$ cat config.mk
export PLATFORM = sky130hd
export DESIGN_NAME = sram_stream_reader
export DESIGN_NICKNAME = d
export VERILOG_FILES = /design/src/rtl/sram_stream_reader_pkg.sv /design/src/rtl/sram_stream_reader_stream_fifo.sv /design/src/rtl/sram_stream_reader.sv
export SDC_FILE = /design/constraint.sdc
export NUM_CORES = 1
export LEC_CHECK = 0
export ABC_AREA = 1
export CORE_MARGIN = 3
export CORE_UTILIZATION = 30
export CTS_CLUSTER_SIZE = 10
export DETAILED_ROUTE_END_ITERATION = 7
export DONT_BUFFER_PORTS = 1
export MAX_ROUTING_LAYER = met4
export PLACE_DENSITY_LB_ADDON = 0.08
export SYNTH_ARGS = -nofsm -noshare
export SYNTH_HDL_FRONTEND = slang
export SYNTH_HIERARCHICAL = 1
export SYNTH_SLANG_ARGS = --single-unit
$ cat constraint.sdc
create_clock -name i_clk -period 6.1 [get_ports i_clk]
set_clock_uncertainty 0.1 [all_clocks]
set_input_delay 0.915 -clock i_clk [delete_from_list [all_inputs] [get_ports i_clk]]
set_output_delay 0.915 -clock i_clk [all_outputs]
set_load 0.01 [all_outputs]
$ cat src/rtl/sram_stream_reader_pkg.sv
// Shared definitions for the SRAM stream reader: controller states and the
// default depth of the output FIFO.
package sram_stream_reader_pkg;

  typedef enum logic [1:0] {
    ST_IDLE,
    ST_READ,
    ST_DRAIN,
    ST_FINISH
  } state_t;

  localparam int DEFAULT_FIFO_DEPTH = 4;

endpackage

$ cat src/rtl/sram_stream_reader_stream_fifo.sv
// Small synchronous FIFO holding {tlast, tdata} entries for the stream reader.
// A push into a full FIFO is accepted only when a pop happens in the same cycle.
module stream_fifo #(
  parameter int WIDTH = 9,
  parameter int DEPTH = 4
) (
  input  logic                     i_clk,
  input  logic                     rst,
  input  logic                     push,
  input  logic [WIDTH-1:0]         push_data,
  input  logic                     pop,
  output logic [WIDTH-1:0]         head,
  output logic                     empty,
  output logic [$clog2(DEPTH):0]   count
);

  localparam int AW = $clog2(DEPTH);
  localparam int CW = AW + 1;
  localparam logic [CW-1:0] FULL_COUNT = CW'(DEPTH);

  logic [WIDTH-1:0] mem [DEPTH];
  logic [AW-1:0]    rd_ptr;
  logic [AW-1:0]    wr_ptr;
  logic             full;
  logic             do_push;
  logic             do_pop;

  assign full    = (count == FULL_COUNT);
  assign empty   = (count == '0);
  assign do_pop  = pop && !empty;
  assign do_push = push && (!full || do_pop);
  assign head    = mem[rd_ptr];

  // Storage is not reset; the consumer qualifies the head with empty.
  always_ff @(posedge i_clk) begin
    if (do_push) begin
      mem[wr_ptr] <= push_data;
    end
  end

  always_ff @(posedge i_clk or posedge rst) begin
    if (rst) begin
      rd_ptr <= '0;
      wr_ptr <= '0;
      count  <= '0;
    end else begin
      if (do_push) begin
        wr_ptr <= wr_ptr + 1'b1;
      end
      if (do_pop) begin
        rd_ptr <= rd_ptr + 1'b1;
      end
      case ({do_push, do_pop})
        2'b10:   count <= count + 1'b1;
        2'b01:   count <= count - 1'b1;
        default: count <= count;
      endcase
    end
  end

endmodule

$ cat src/rtl/sram_stream_reader.sv
// Reads a contiguous block of SRAM words and streams them out as an AXI4-Stream
// master, using credit accounting so the FIFO never overflows under backpressure.
module sram_stream_reader
  import sram_stream_reader_pkg::*;
#(
  parameter int ADDR_WIDTH = 8,
  parameter int DATA_WIDTH = 8,
  parameter int LEN_WIDTH  = 9,
  parameter int FIFO_DEPTH = DEFAULT_FIFO_DEPTH
) (
  input  logic                  i_clk,
  input  logic                  rst,
  input  logic                  i_start,
  input  logic [ADDR_WIDTH-1:0] i_base_addr,
  input  logic [LEN_WIDTH-1:0]  i_len,
  output logic                  o_busy,
  output logic                  o_done,
  output logic                  o_sram_ce,
  output logic [ADDR_WIDTH-1:0] o_sram_addr,
  output logic                  o_sram_write,
  output logic [DATA_WIDTH-1:0] o_sram_wdata,
  input  logic [DATA_WIDTH-1:0] i_sram_rdata,
  output logic [DATA_WIDTH-1:0] m_axis_tdata,
  output logic                  m_axis_tvalid,
  input  logic                  m_axis_tready,
  output logic                  m_axis_tlast
);

  localparam int CW = $clog2(FIFO_DEPTH) + 1;
  localparam int OW = CW + 1;
  localparam logic [OW-1:0] CREDIT_LIMIT = OW'(FIFO_DEPTH);

  state_t                state;
  logic [ADDR_WIDTH-1:0] next_addr;
  logic [LEN_WIDTH-1:0]  remaining;
  logic                  ce_last;
  logic                  inflight;
  logic                  inflight_last;

  logic [CW-1:0]         fifo_count;
  logic                  fifo_empty;
  logic [DATA_WIDTH:0]   fifo_head;
  logic                  pop;
  logic [OW-1:0]         outstanding;
  logic                  credit_ok;
  logic                  drain_done;

  assign o_sram_write  = 1'b0;
  assign o_sram_wdata  = '0;

  assign m_axis_tvalid = !fifo_empty;
  assign m_axis_tdata  = fifo_empty ? '0 : fifo_head[DATA_WIDTH-1:0];
  assign m_axis_tlast  = !fifo_empty && fifo_head[DATA_WIDTH];
  assign pop           = m_axis_tvalid && m_axis_tready;

  // Words issued but not yet handed off: queued, returning from SRAM, or being
  // issued right now. Uses registered terms only, so tready never reaches ce.
  assign outstanding = OW'(fifo_count) + OW'(inflight) + OW'(o_sram_ce);
  assign credit_ok   = (outstanding < CREDIT_LIMIT);

  // Looks ahead at this cycle's pop so done follows the final handshake directly.
  assign drain_done  = !inflight &&
                       ((fifo_count == '0) || ((fifo_count == CW'(1)) && pop));

  stream_fifo #(
    .WIDTH (DATA_WIDTH + 1),
    .DEPTH (FIFO_DEPTH)
  ) u_fifo (
    .i_clk     (i_clk),
    .rst       (rst),
    .push      (inflight),
    .push_data ({inflight_last, i_sram_rdata}),
    .pop       (pop),
    .head      (fifo_head),
    .empty     (fifo_empty),
    .count     (fifo_count)
  );

  always_ff @(posedge i_clk or posedge rst) begin
    if (rst) begin
      state         <= ST_IDLE;
      o_busy        <= 1'b0;
      o_done        <= 1'b0;
      o_sram_ce     <= 1'b0;
      o_sram_addr   <= '0;
      next_addr     <= '0;
      remaining     <= '0;
      ce_last       <= 1'b0;
      inflight      <= 1'b0;
      inflight_last <= 1'b0;
    end else begin
      inflight      <= o_sram_ce;
      inflight_last <= o_sram_ce && ce_last;
      o_done        <= 1'b0;
      o_sram_ce     <= 1'b0;

      case (state)
        ST_IDLE: begin
          if (i_start) begin
            o_busy <= 1'b1;
            if (i_len == '0) begin
              state <= ST_FINISH;
            end else begin
              // The FIFO is empty in IDLE, so the first read can go out at once.
              state       <= ST_READ;
              o_sram_ce   <= 1'b1;
              o_sram_addr <= i_base_addr;
              next_addr   <= i_base_addr + ADDR_WIDTH'(1);
              remaining   <= i_len - LEN_WIDTH'(1);
              ce_last     <= (i_len == LEN_WIDTH'(1));
            end
          end
        end

        ST_READ: begin
          if (remaining == '0) begin
            state <= ST_DRAIN;
          end else if (credit_ok) begin
            o_sram_ce   <= 1'b1;
            o_sram_addr <= next_addr;
            next_addr   <= next_addr + ADDR_WIDTH'(1);
            remaining   <= remaining - LEN_WIDTH'(1);
            ce_last     <= (remaining == LEN_WIDTH'(1));
          end
        end

        ST_DRAIN: begin
          if (drain_done) begin
            state <= ST_FINISH;
          end
        end

        ST_FINISH: begin
          o_done <= 1'b1;
          o_busy <= 1'b0;
          state  <= ST_IDLE;
        end

        default: state <= ST_IDLE;
      endcase
    end
  end

endmodule

# --- Word-level counts from Yosys, hierarchy flattened ---
# Memory sizes are Yosys's and may differ from the RTL's.
# Cells that the tools add are included.
word_totals:
  regBits: 40
  ram_bits: 36
  in_bits: 29
  n_memories: 1
classes:
  addsub: 10
  n_lt_le_gt_ge: 1
  eq_ne: 15
  muxes: 37
  reduce_logical: 22
memory_table:
  columns: ["memory", "words", "width", "rd", "rd_ports_with_merged_regs", "wr", "line_no", "text"]
  rows:
  - ["u_fifo.mem", 4, 9, 1, 0, 1, "sram_stream_reader_stream_fifo.sv:21", "logic [WIDTH-1:0] mem [DEPTH];"]
ops:
  columns: ["cell", "count"]
  rows:
  - ["$mux W8", 9]
  - ["$mux W9", 4]
  - ["$pmux W8 S2", 2]
  - ["$eq A9 B1 Y1 const B", 2]
  - ["$logic_not A9 Y1", 2]
  - ["$pmux W9 S2", 1]
  - ["$sub A9 B1 Y9 const B", 2]
  - ["$add A8 B1 Y8 const B", 2]
  - ["$mux W1", 12]
  - ["$ne A2 B2 Y1 const B", 6]
  - ["$mux W2", 4]
  - ["$pmux W2 S4", 1]
  - ["$logic_and A1 B1 Y1", 7]
  - ["$eq A2 B2 Y1 const B", 3]
  - ["$pmux W1 S2", 3]
  - ["$pmux W3 S2", 1]
  - ["$reduce_bool A2 Y1", 3]
  - ["$reduce_and A5 Y1", 1]
  - ["$add A2 B1 Y2 const B", 2]
  - ["$add A3 B1 Y4", 1]
  - ["$add A4 B1 Y4", 1]
  - ["$eq A2 B1 Y1 const B", 2]
  - ["$lt A4 B3 Y1 const B", 1]
  - ["$add A3 B1 Y3 const B", 1]
  - ["other kinds (9)", 12]

# --- Depth between registers and ports, before layout ---
# Gate-level depths: netlist (run 1).
depth:
  word_depth: 8
  ltp_mapped: 16
  ltp_nobuf: 15

# --- Modules after synthesis ---
# The synthesis (run 1) kept the hierarchy.
by_module_without_submodules:
  columns: ["module", "n_inst", "cells_per_inst", "area_each_um2"]
  rows:
  - ["sram_stream_reader", 1, 350, 2303.5]
  - ["stream_fifo", 1, 169, 1915.6]

# --- Worst setup path before layout (run 1) ---
# No wires, ideal clock.
synth_path:
  path_type: "reg-to-reg"
  startpoint: "register u_fifo.count[0]"
  endpoint: "register u_fifo.count[2]"
  setup_ns: 0.117
  t_arrival_ns: 2.247
  required_ns: 5.883
  slack_ns: 3.636
  stages_incl_launch_ff: 16
  path_cell_list: "dfrtp_1 nor2_1 nand2_1 inv_1 clkbuf_1 nor2_1 nor2_1 nand2_1 nand2_2 ha_1 inv_1 fa_1 nand2_1 nand3_1 nand2_1 nand2_1"
synth_via:
  elab_chain_cells: 8
  word_cells_on_any_way: 14
  cone_classes: "add/sub: 2; eq/ne: 3; mux: 1; reduce/logical: 8"
synth_rtl:
  columns: ["element", "line_no", "text"]
  rows:
  - ["from (decl)", "sram_stream_reader_stream_fifo.sv:14", "output logic [$clog2(DEPTH):0] count"]
  - ["from (signal assigned)", "sram_stream_reader_stream_fifo.sv:54", "2'b10: count <= count + 1'b1;"]
  - ["from (signal assigned)", "sram_stream_reader_stream_fifo.sv:55", "2'b01: count <= count - 1'b1;"]
  - ["from (signal assigned)", "sram_stream_reader_stream_fifo.sv:56", "default: count <= count;"]
  - ["$logic_not A3 Y1 (*)", "sram_stream_reader_stream_fifo.sv:29", "assign empty = (count == '0);"]
  - ["named net fifo_empty", "sram_stream_reader.sv:41", "logic fifo_empty;"]
  - ["$logic_not A1 Y1 (*)", "sram_stream_reader.sv:51", "assign m_axis_tvalid = !fifo_empty;"]
  - ["$logic_and A1 B1 Y1 (*)", "sram_stream_reader.sv:54", "assign pop = m_axis_tvalid && m_axis_tready;"]
  - ["named net pop", "sram_stream_reader.sv:43", "logic pop;"]
  - ["$logic_and A1 B1 Y1 (*)", "sram_stream_reader_stream_fifo.sv:30", "assign do_pop = pop && !empty;"]
  - ["$logic_or A1 B1 Y1", "sram_stream_reader_stream_fifo.sv:31", "assign do_push = push && (!full || do_pop);"]
  - ["$logic_and A1 B1 Y1", "sram_stream_reader_stream_fifo.sv:31", null]
  - ["$eq A2 B1 Y1 / $eq A2 B2 Y1 (equally long branches)", "sram_stream_reader_stream_fifo.sv:53", "case ({do_push, do_pop})"]
  - ["$pmux W3 S2 / $reduce_bool A2 Y1 (equally long branches)", null, null]
# Mark *: on every way through the listed nets, which the timed path passes. The rest lies on a longest branch.
# A chain may end at the register's enable or synchronous reset.

# --- Worst setup path in the final report (run 1) ---
layout_path:
  startpoint: "register u_fifo.rd_ptr[0]"
  endpoint: "output m_axis_tlast"
layout_via:
  elab_chain_cells: 2
layout_rtl:
  columns: ["element", "line_no", "text"]
  rows:
  - ["from (decl)", "sram_stream_reader_stream_fifo.sv:22", "logic [AW-1:0] rd_ptr;"]
  - ["from (signal assigned)", "sram_stream_reader_stream_fifo.sv:51", "rd_ptr <= rd_ptr + 1'b1;"]
  - ["$mem_v2 Z4 W9", null, null]
  - ["named net fifo_head[8]", "sram_stream_reader.sv:42", "logic [DATA_WIDTH:0] fifo_head;"]
  - ["$logic_and A1 B1 Y1", "sram_stream_reader.sv:53", "assign m_axis_tlast = !fifo_empty && fifo_head[DATA_WIDTH];"]
  - ["to (decl)", "sram_stream_reader.sv:26", "output logic m_axis_tlast"]
# The timed path passes the listed nets, and every way through them passes these cells.

==> results of run 1 <==
==> flip-flops by register name (all words and copies together), names as in the netlist <==
signal / cells
remaining: 9
u_fifo/count: 3
inflight_last: 1
state: 2
u_fifo/rd_ptr: 2
u_fifo/wr_ptr: 2
o_sram_ce: 1
next_addr: 8
inflight: 1
o_done: 1
ce_last: 1
o_busy: 1
o_sram_addr: 8
u_fifo/mem: 36
==> layout make-up <==
| class | count | area, um^2 | share of cell area [%] |
|---|---|---|---|
| sequential | 76 | 2080 | 45.2 |
| multi-input combinational | 354 | 1710 | 37.1 |
| inverter | 72 | 270 | 5.87 |
| clock buffer | 10 | 229 | 4.97 |
| tap | 176 | 220 | 4.78 |
| clock inverter | 6 | 71.3 | 1.55 |
| timing repair buffer | 3 | 22.5 | 0.489 |
==> kinds of logic (layout without fill, tap and decap cells) <==
logic type	count (synthesis)	after routing	synth area share, %
compound gates	54	54	8.24
xor+xnor	5	5	1.04
fa+ha+maj	16	16	4.92
buf+inv	97	91	10.8
flops	76	76	49.3
other cells	1	9	0.0889
simple gates	270	270	25.5
==> through the flow <==
stage	hold WS [ps]	area, um^2
floorplan	333	4250
global route	334	4610
detailed placement	353	4310
finish	307	4610
CTS	304	4610
global placement	352	4310
==> cells in the final DEF, fill, tap and decap left out, types with 14 or more instances in the layout <==
cell type and count:
o21ai_0 26, ha_1 15, nand2_1 175, nor2_1 55
o21ai_1 14, inv_1 70, dfrtp_1 40, nand3_1 29
edfxtp_1 36
==> power by group through the flow <==
| stage | Sequential, mW | Clock [mW] | Combinational, mW |
|---|---|---|---|
| 2_1_floorplan | 0.832 | 0 | 0.907 |
| 3_3_place_gp | 0.902 | 0 | 1.01 |
| 3_5_place_dp | 0.904 | 0 | 1.02 |
| 4_1_cts | 0.896 | 0.566 | 1.03 |
| 5_1_grt | 0.917 | 0.585 | 1.18 |
| 6_report | 0.890 | 0.545 | 0.996 |
==> path summary, 6_finish.rpt <==
| kind | startpoint | end |
|---|---|---|
| max reg2reg | u_fifo/count[0] | u_fifo/mem[3][0] |
| min | rst | u_fifo/wr_ptr[1] |
| max | u_fifo/rd_ptr[0] | m_axis_tlast |
| min reg2reg | ce_last | inflight_last |
| min in group i_clk | ce_last | inflight_last |
| max in group asynchronous | rst | remaining[3] |
==> per-layer routing <==
metal | wire length [um] | vias to the layer above
li1 | - | 1598
met1 | 4330 | 1392
met2 | 4310 | 51
met3 | 364 | 14
met4 | 206 | 0
met5 | 0 | -
==> worst max-delay path, cell delays in order (launching register included) <==
cell and delay [ps]:
dfrtp_1 530, inv_2 510, nor2_1 80, nor2_1 90, o21ai_0 100, nand2_1 80, inv_1 50, nor2_1 200
==> out/metrics.yaml, run 1 <==
outcome:
  outcome: "finished, final reports clean"
placement:
  place_inst: 681
  place_ws_ps: 3200
  port_buffers: 0
  gp_congestion: 0.771
  dp_hpwl_mm: 6.32
detailed_routing:
  avgRoutedWirePerCell_um: 13.2
  drtPass1Iterations: 4
  drt_iter0_drc: 189
  via_count: 3055
  ant_nets: 0
  route.detailed.drc: 0
  wl_mm: 9.21
  viasPerCell: 4.38
layout:
  final_util_pct: 34.1
  drive_gt1_share_pct: 7.10
  nNetsFinal: 561
  layout.cells.non_filler: 697
  antenna_cells: 0
  fillers: 1418
  synthToLayoutAreaGrowth_pct: 9.16
pwr:
  p_int_mw: 1.36
  combPwrFrac_pct: 41.0
  p_clk_share_pct: 22.4
  p_switching_mw: 1.07
  switching_share_pct: 43.9
  ir_drop_mv: 0.183
  pwr-share-seq_pct: 36.6
  cellLeakagePower_nw: 2.23
  power_mw: 2.43
  powerDensity_mw_per_mm2: 528
logic_synthesis:
  ys_seq_area_share_pct: 49.3
  syn_avg_cell_area_um2: 8.13
  synth_area_mm2: 0.00422
  synth_seq_cells: 76
  yosysMostFrequentCell: "nand2_1"
  ys.flop_type: "dfrtp_1"
  async_flop_share_pct: 52.6
  synthTopCellsByCount: "nand2_1 (175), inv_1 (70), nor2_1 (55), dfrtp_1 (40), edfxtp_1 (36)"
  yosysWarningCount: 6
  syn_inst: 519
  synth_top_area_share_pct: 25.6
  synthTopCellsByArea: "edfxtp_1 (26%), dfrtp_1 (24%), nand2_1 (16%), inv_1 (6.2%), nor2_1 (4.9%)"
  synth-edff-count: 36
  post-synth-top-area-cell: "edfxtp_1"
  ys_types: 29
sta:
  slew_viol_final: 0
  max_slew.worst_pin.slew_ps: 996
  tns_ps: 0
  setup_violations: 0
  worst_slack_ps: 3110
  fmax_mhz: 334
  rsz0062_at_grt: "false"
  finalWorstPathRequiredPeriod_ps: 2990
  final.period_utilization_pct: 49.0
  slew_headroom_pct: 33.3
  hold_viol_final: 0
global_routing:
  grt_pass1_wl_mm: 15.3
  track_usage_pct: 12.7
  use_met2_pct: 19.9
  grt_max_degree: 39
  top_usage_layer: "met2"
  grt_overflow_total: 0
  antenna_found_initial: 0
  grt_pass1_vias: 3008
  use_met1_pct: 15.5
  met3_usage_pct: 3.17
floorplanning:
  rows: 42
  die_w_um: 125
  design.core.area_mm2: 0.0135
  dieArea_mm2: 0.0155
  io_pins: 59
  start_util_pct: 31.2
  die_h_um: 125
setup_path:
  reg2regPathDepth: 8
  r2r_slack_ps: 3420
  critPathLaunchType: "flop"
  crit_path_end_kind: "output pin"
  crit_type: "flop to output pin"
  crit_arrival_ps: 1980
  required_ps: 5080
  cp_max_fo: 29
clock_tree:
  cts_root_buffer: "clkbuf_16"
  cts_buffer_depth: 2
  clk_pin_slew_ps: 60
  htreeDepth: 3
  postCtsHoldBufs: 0
  clock_sinks: 76
  cts-buffers-inserted: 9
  cts_resized: 0
  post_cts_buffers: 0
  cts_tree: "done"
  clk_latency_ps: 340
min_path:
  hold_class: "input pin to async pin"
run:
  maxCapViolations: 0
No activity file was read; power rests on OpenSTA's default activity.
==> inputs of run 2 (changes only) <==
ABC_AREA = 0   (was 1)
clock period = 2.6 ns   (was 6.1 ns; I/O delays follow)
==> out/metrics.yaml, run 2 <==
sta:
  slew_viol_final: 0  # unchanged
  setup_violations: 0  # unchanged
  final.period_utilization_pct: 92.6
  rsz0062_at_grt: "false"
  hold_viol_final: 0  # unchanged
  tns_ps: 0  # unchanged
  slew_headroom_pct: 64.5  # +31 points
  fmax_mhz: 415
  worst_slack_ps: 193  # -2920 ps
  finalWorstPathRequiredPeriod_ps: 2410
  max_slew.worst_pin.slew_ps: 533  # -463 ps
logic_synthesis:
  ys.flop_type: "dfrtp_1"
  ys_seq_area_share_pct: 50.2  # +0.89 points
  synthTopCellsByArea: "edfxtp_1 (26%), dfrtp_1 (24%), mux4_2 (4.9%), ha_1 (4.5%), a21oi_1 (2.5%)"
  synth_compound_area_share_pct: 14.6  # +6.4 points
  yosysMostFrequentCell: "dfrtp_1"
  synth_top_area_share_pct: 26.1  # +0.46 points
  yosysWarningCount: 6  # unchanged
  synth_area_mm2: 0.00414  # -1.8%
  synthAdderAreaFrac_pct: 5.01  # +0.089 points
  syn_avg_cell_area_um2: 11.8  # +45%
  muxShareOfSynthArea_pct: 8.36  # +8.4 points
  synth_top_family_by_area: "compound AO/OA/AOI/OAI gates"
  ys_types: 65  # +120%
  synth_seq_cells: 76  # unchanged
  async_flop_share_pct: 52.6  # unchanged
  post-synth-top-area-cell: "edfxtp_1"
  post_synth_and_or_nand_nor_area_fraction_pct: 12.6  # -13 points
  synth-xor-area-share_pct: 3.59  # +2.6 points
  synthTopCellsByCount: "dfrtp_1 (40), edfxtp_1 (36), inv_1 (23), a21oi_1 (21), nand2_1 (16)"
  syn_inst: 352  # -32%
  synth-edff-count: 36  # unchanged
floorplanning:
  design.core.area_mm2: 0.0134  # -0.78%
  die_h_um: 124  # -0.85%
  die_w_um: 124  # -0.85%
  start_util_pct: 30.9  # -0.32 points
  rows: 42  # unchanged
  io_pins: 59  # unchanged
  dieArea_mm2: 0.0153  # -1.7%
detailed_routing:
  avgRoutedWirePerCell_um: 18.8  # +42%
  wl_mm: 10.4  # +13%
  drtPass1Iterations: 4  # unchanged
  ant_nets: 0  # unchanged
  drt_iter0_drc: 274  # +45%
  route.detailed.drc: 0  # unchanged
  viasPerCell: 5.21  # +19%
  via_count: 2891  # -5.4%
pwr:
  p_switching_mw: 2.26  # +110%
  combPwrFrac_pct: 41.5  # +0.5 points
  power_mw: 6.00  # +150%
  switching_share_pct: 37.7  # -6.2 points
  p_clk_share_pct: 24.1  # +1.7 points
  pwr-share-seq_pct: 34.4  # -2.2 points
  powerDensity_mw_per_mm2: 1250  # +140%
  cellLeakagePower_nw: 1.88  # -16%
  p_int_mw: 3.74  # +170%
  ir_drop_mv: 0.463  # +150%
layout:
  largest-register: "u_fifo/mem"
  largest_reg_flops: 36  # unchanged
  nNetsFinal: 419  # -25%
  fillers: 1335  # -5.9%
  register_area_mm2: 0.00208  # unchanged
  synthToLayoutAreaGrowth_pct: 16.1
  multi_input_area_mm2: 0.00187  # +9.4%
  fin_area_mm2: 0.00481  # +4.5%
  final_cell_mix: "dfrtp_1 (40), edfxtp_1 (36), buf_4 (27)"
  top_regs: "u_fifo/mem: 36 flops, remaining: 9 flops"
  final_common_cell: "dfrtp_1"
  layout.cells.non_filler: 555  # -20%
  drive_gt1_share_pct: 18.2  # +11 points
  antenna_cells: 0  # unchanged
placement:
  placement.cell_area_mm2: 0.00445  # +3.3%
  place_ws_ps: 173  # -3030 ps
  gp_congestion: 0.803  # +4.2%
  port_buffers: 0  # unchanged
  dp_hpwl_mm: 7.51  # +19%
  place_inst: 537  # -21%
global_routing:
  grt_overflow_total: 0  # unchanged
  grt_pass1_wl_mm: 16.7  # +9.5%
  grt_max_degree: 34  # -13%
  track_usage_pct: 15.1  # +2.4 points
  grt_pass1_vias: 3019  # +0.37%
  antenna_found_initial: 0  # unchanged
clock_tree:
  cts-buffers-inserted: 9  # unchanged
  htreeDepth: 3  # unchanged
  cts_root_buffer: "clkbuf_16"
  clock_sinks: 76  # unchanged
  clk_latency_ps: 340  # about the same
  clk_pin_slew_ps: 60  # about the same
  cts_buffer_depth: 2  # unchanged
  cts_tree: "done"
setup_path:
  r2r-start: "o_sram_ce"
  crit_path_end_kind: "flop"
  required_ps: 2770  # -2310 ps
  crit_arrival_ps: 2570  # +590 ps
  cp_max_fo: 12  # -59%
  critPathLaunchType: "flop"
  reg2regPathDepth: 7  # -1
  crit_type: "flop to flop"
  r2r_slack_ps: 190  # -3230 ps
  r2r_end: "next_addr[4]"
min_path:
  hold_path_depth: 0
  hp-start: "i_sram_rdata[6]"
  hold_class: "input pin to flop"
  min_to: "u_fifo/mem[1][6]"
run:
  maxCapViolations: 0  # unchanged
outcome:
  outcome: "finished, final reports clean"
[run 2: per-layer routing]
layer	vias up	global-route usage, %	wire [um]
met3	13	4.39	697
li1	1350	-	-
met2	80	24.0	5080
met5	-	-	0
met1	1448	18.5	4460
met4	0	5.19	189
[run 2: worst max-delay path by stage]
stage,start,to,slack [ps],depth (start not counted)
6_report,o_sram_ce,next_addr[4],190,7
5_1_grt,o_sram_ce,next_addr[4],40,7
4_1_cts,state[1],next_addr[7],150,8
3_5_place_dp,state[1],next_addr[7],170,8
3_3_place_gp,o_sram_ce,next_addr[4],200,7
2_1_floorplan,u_fifo/count[0],u_fifo/count[2],260,10
[run 2: layout make-up]
class                           instances  area share (%)
Inverter                               23            1.79
Clock buffer                           10            4.76
Tap cell                              176            4.58
Timing Repair Buffer                   28            4.42
Clock inverter                          6            2.29
Multi-Input combinational cell        236            38.9
Sequential cell                        76            43.3
[run 2: cell families (layout without fill, tap and decap cells)]
kind of cell | after synthesis | after routing
AND/OR/NAND/NOR | 88 | 88
AO/OA/AOI/OAI | 85 | 85
flip-flops | 76 | 76
buffers and inverters | 48 | 67
multiplexers | 21 | 21
XOR/XNOR | 17 | 17
adder cells (fa/ha/maj) | 16 | 16
other | 1 | 9
[run 2: what timing repair did]
action / 4_1_cts / 5_1_grt
endpoints found under the hold margin: 40 / 0
buffers inserted: 0 / 1
endpoints found under the setup margin: 0 / 3
gates resized for setup: 0 / 2
hold buffers: 1 / 0
[run 2: critical path, stage by stage, from the launching register on]
cell     delay [ps]
dfrtp_1         460
ha_1            330
a21o_1          170
a21oi_1         270
buf_4           270
nand2_1         220
o32a_1          380
o21ai_0         130
[run 2: power by group through the flow]
stage	sequential, mW	combinational, mW	clock, mW
floorplan	1.94	1.87	0
global placement	2.09	2.50	0
detailed placement	2.09	2.50	0
CTS	2.07	2.51	1.49
global route	2.13	2.79	1.54
finish	2.06	2.49	1.44
[run 2: through the flow]
step                      utilization, %  hold WS (ps)
after detailed placement            33.2           142
after floorplan                        -          93.4
after CTS                           35.8          30.2
after global placement              33.2           137
after global routing                35.9          23.5
final                               35.9          40.9
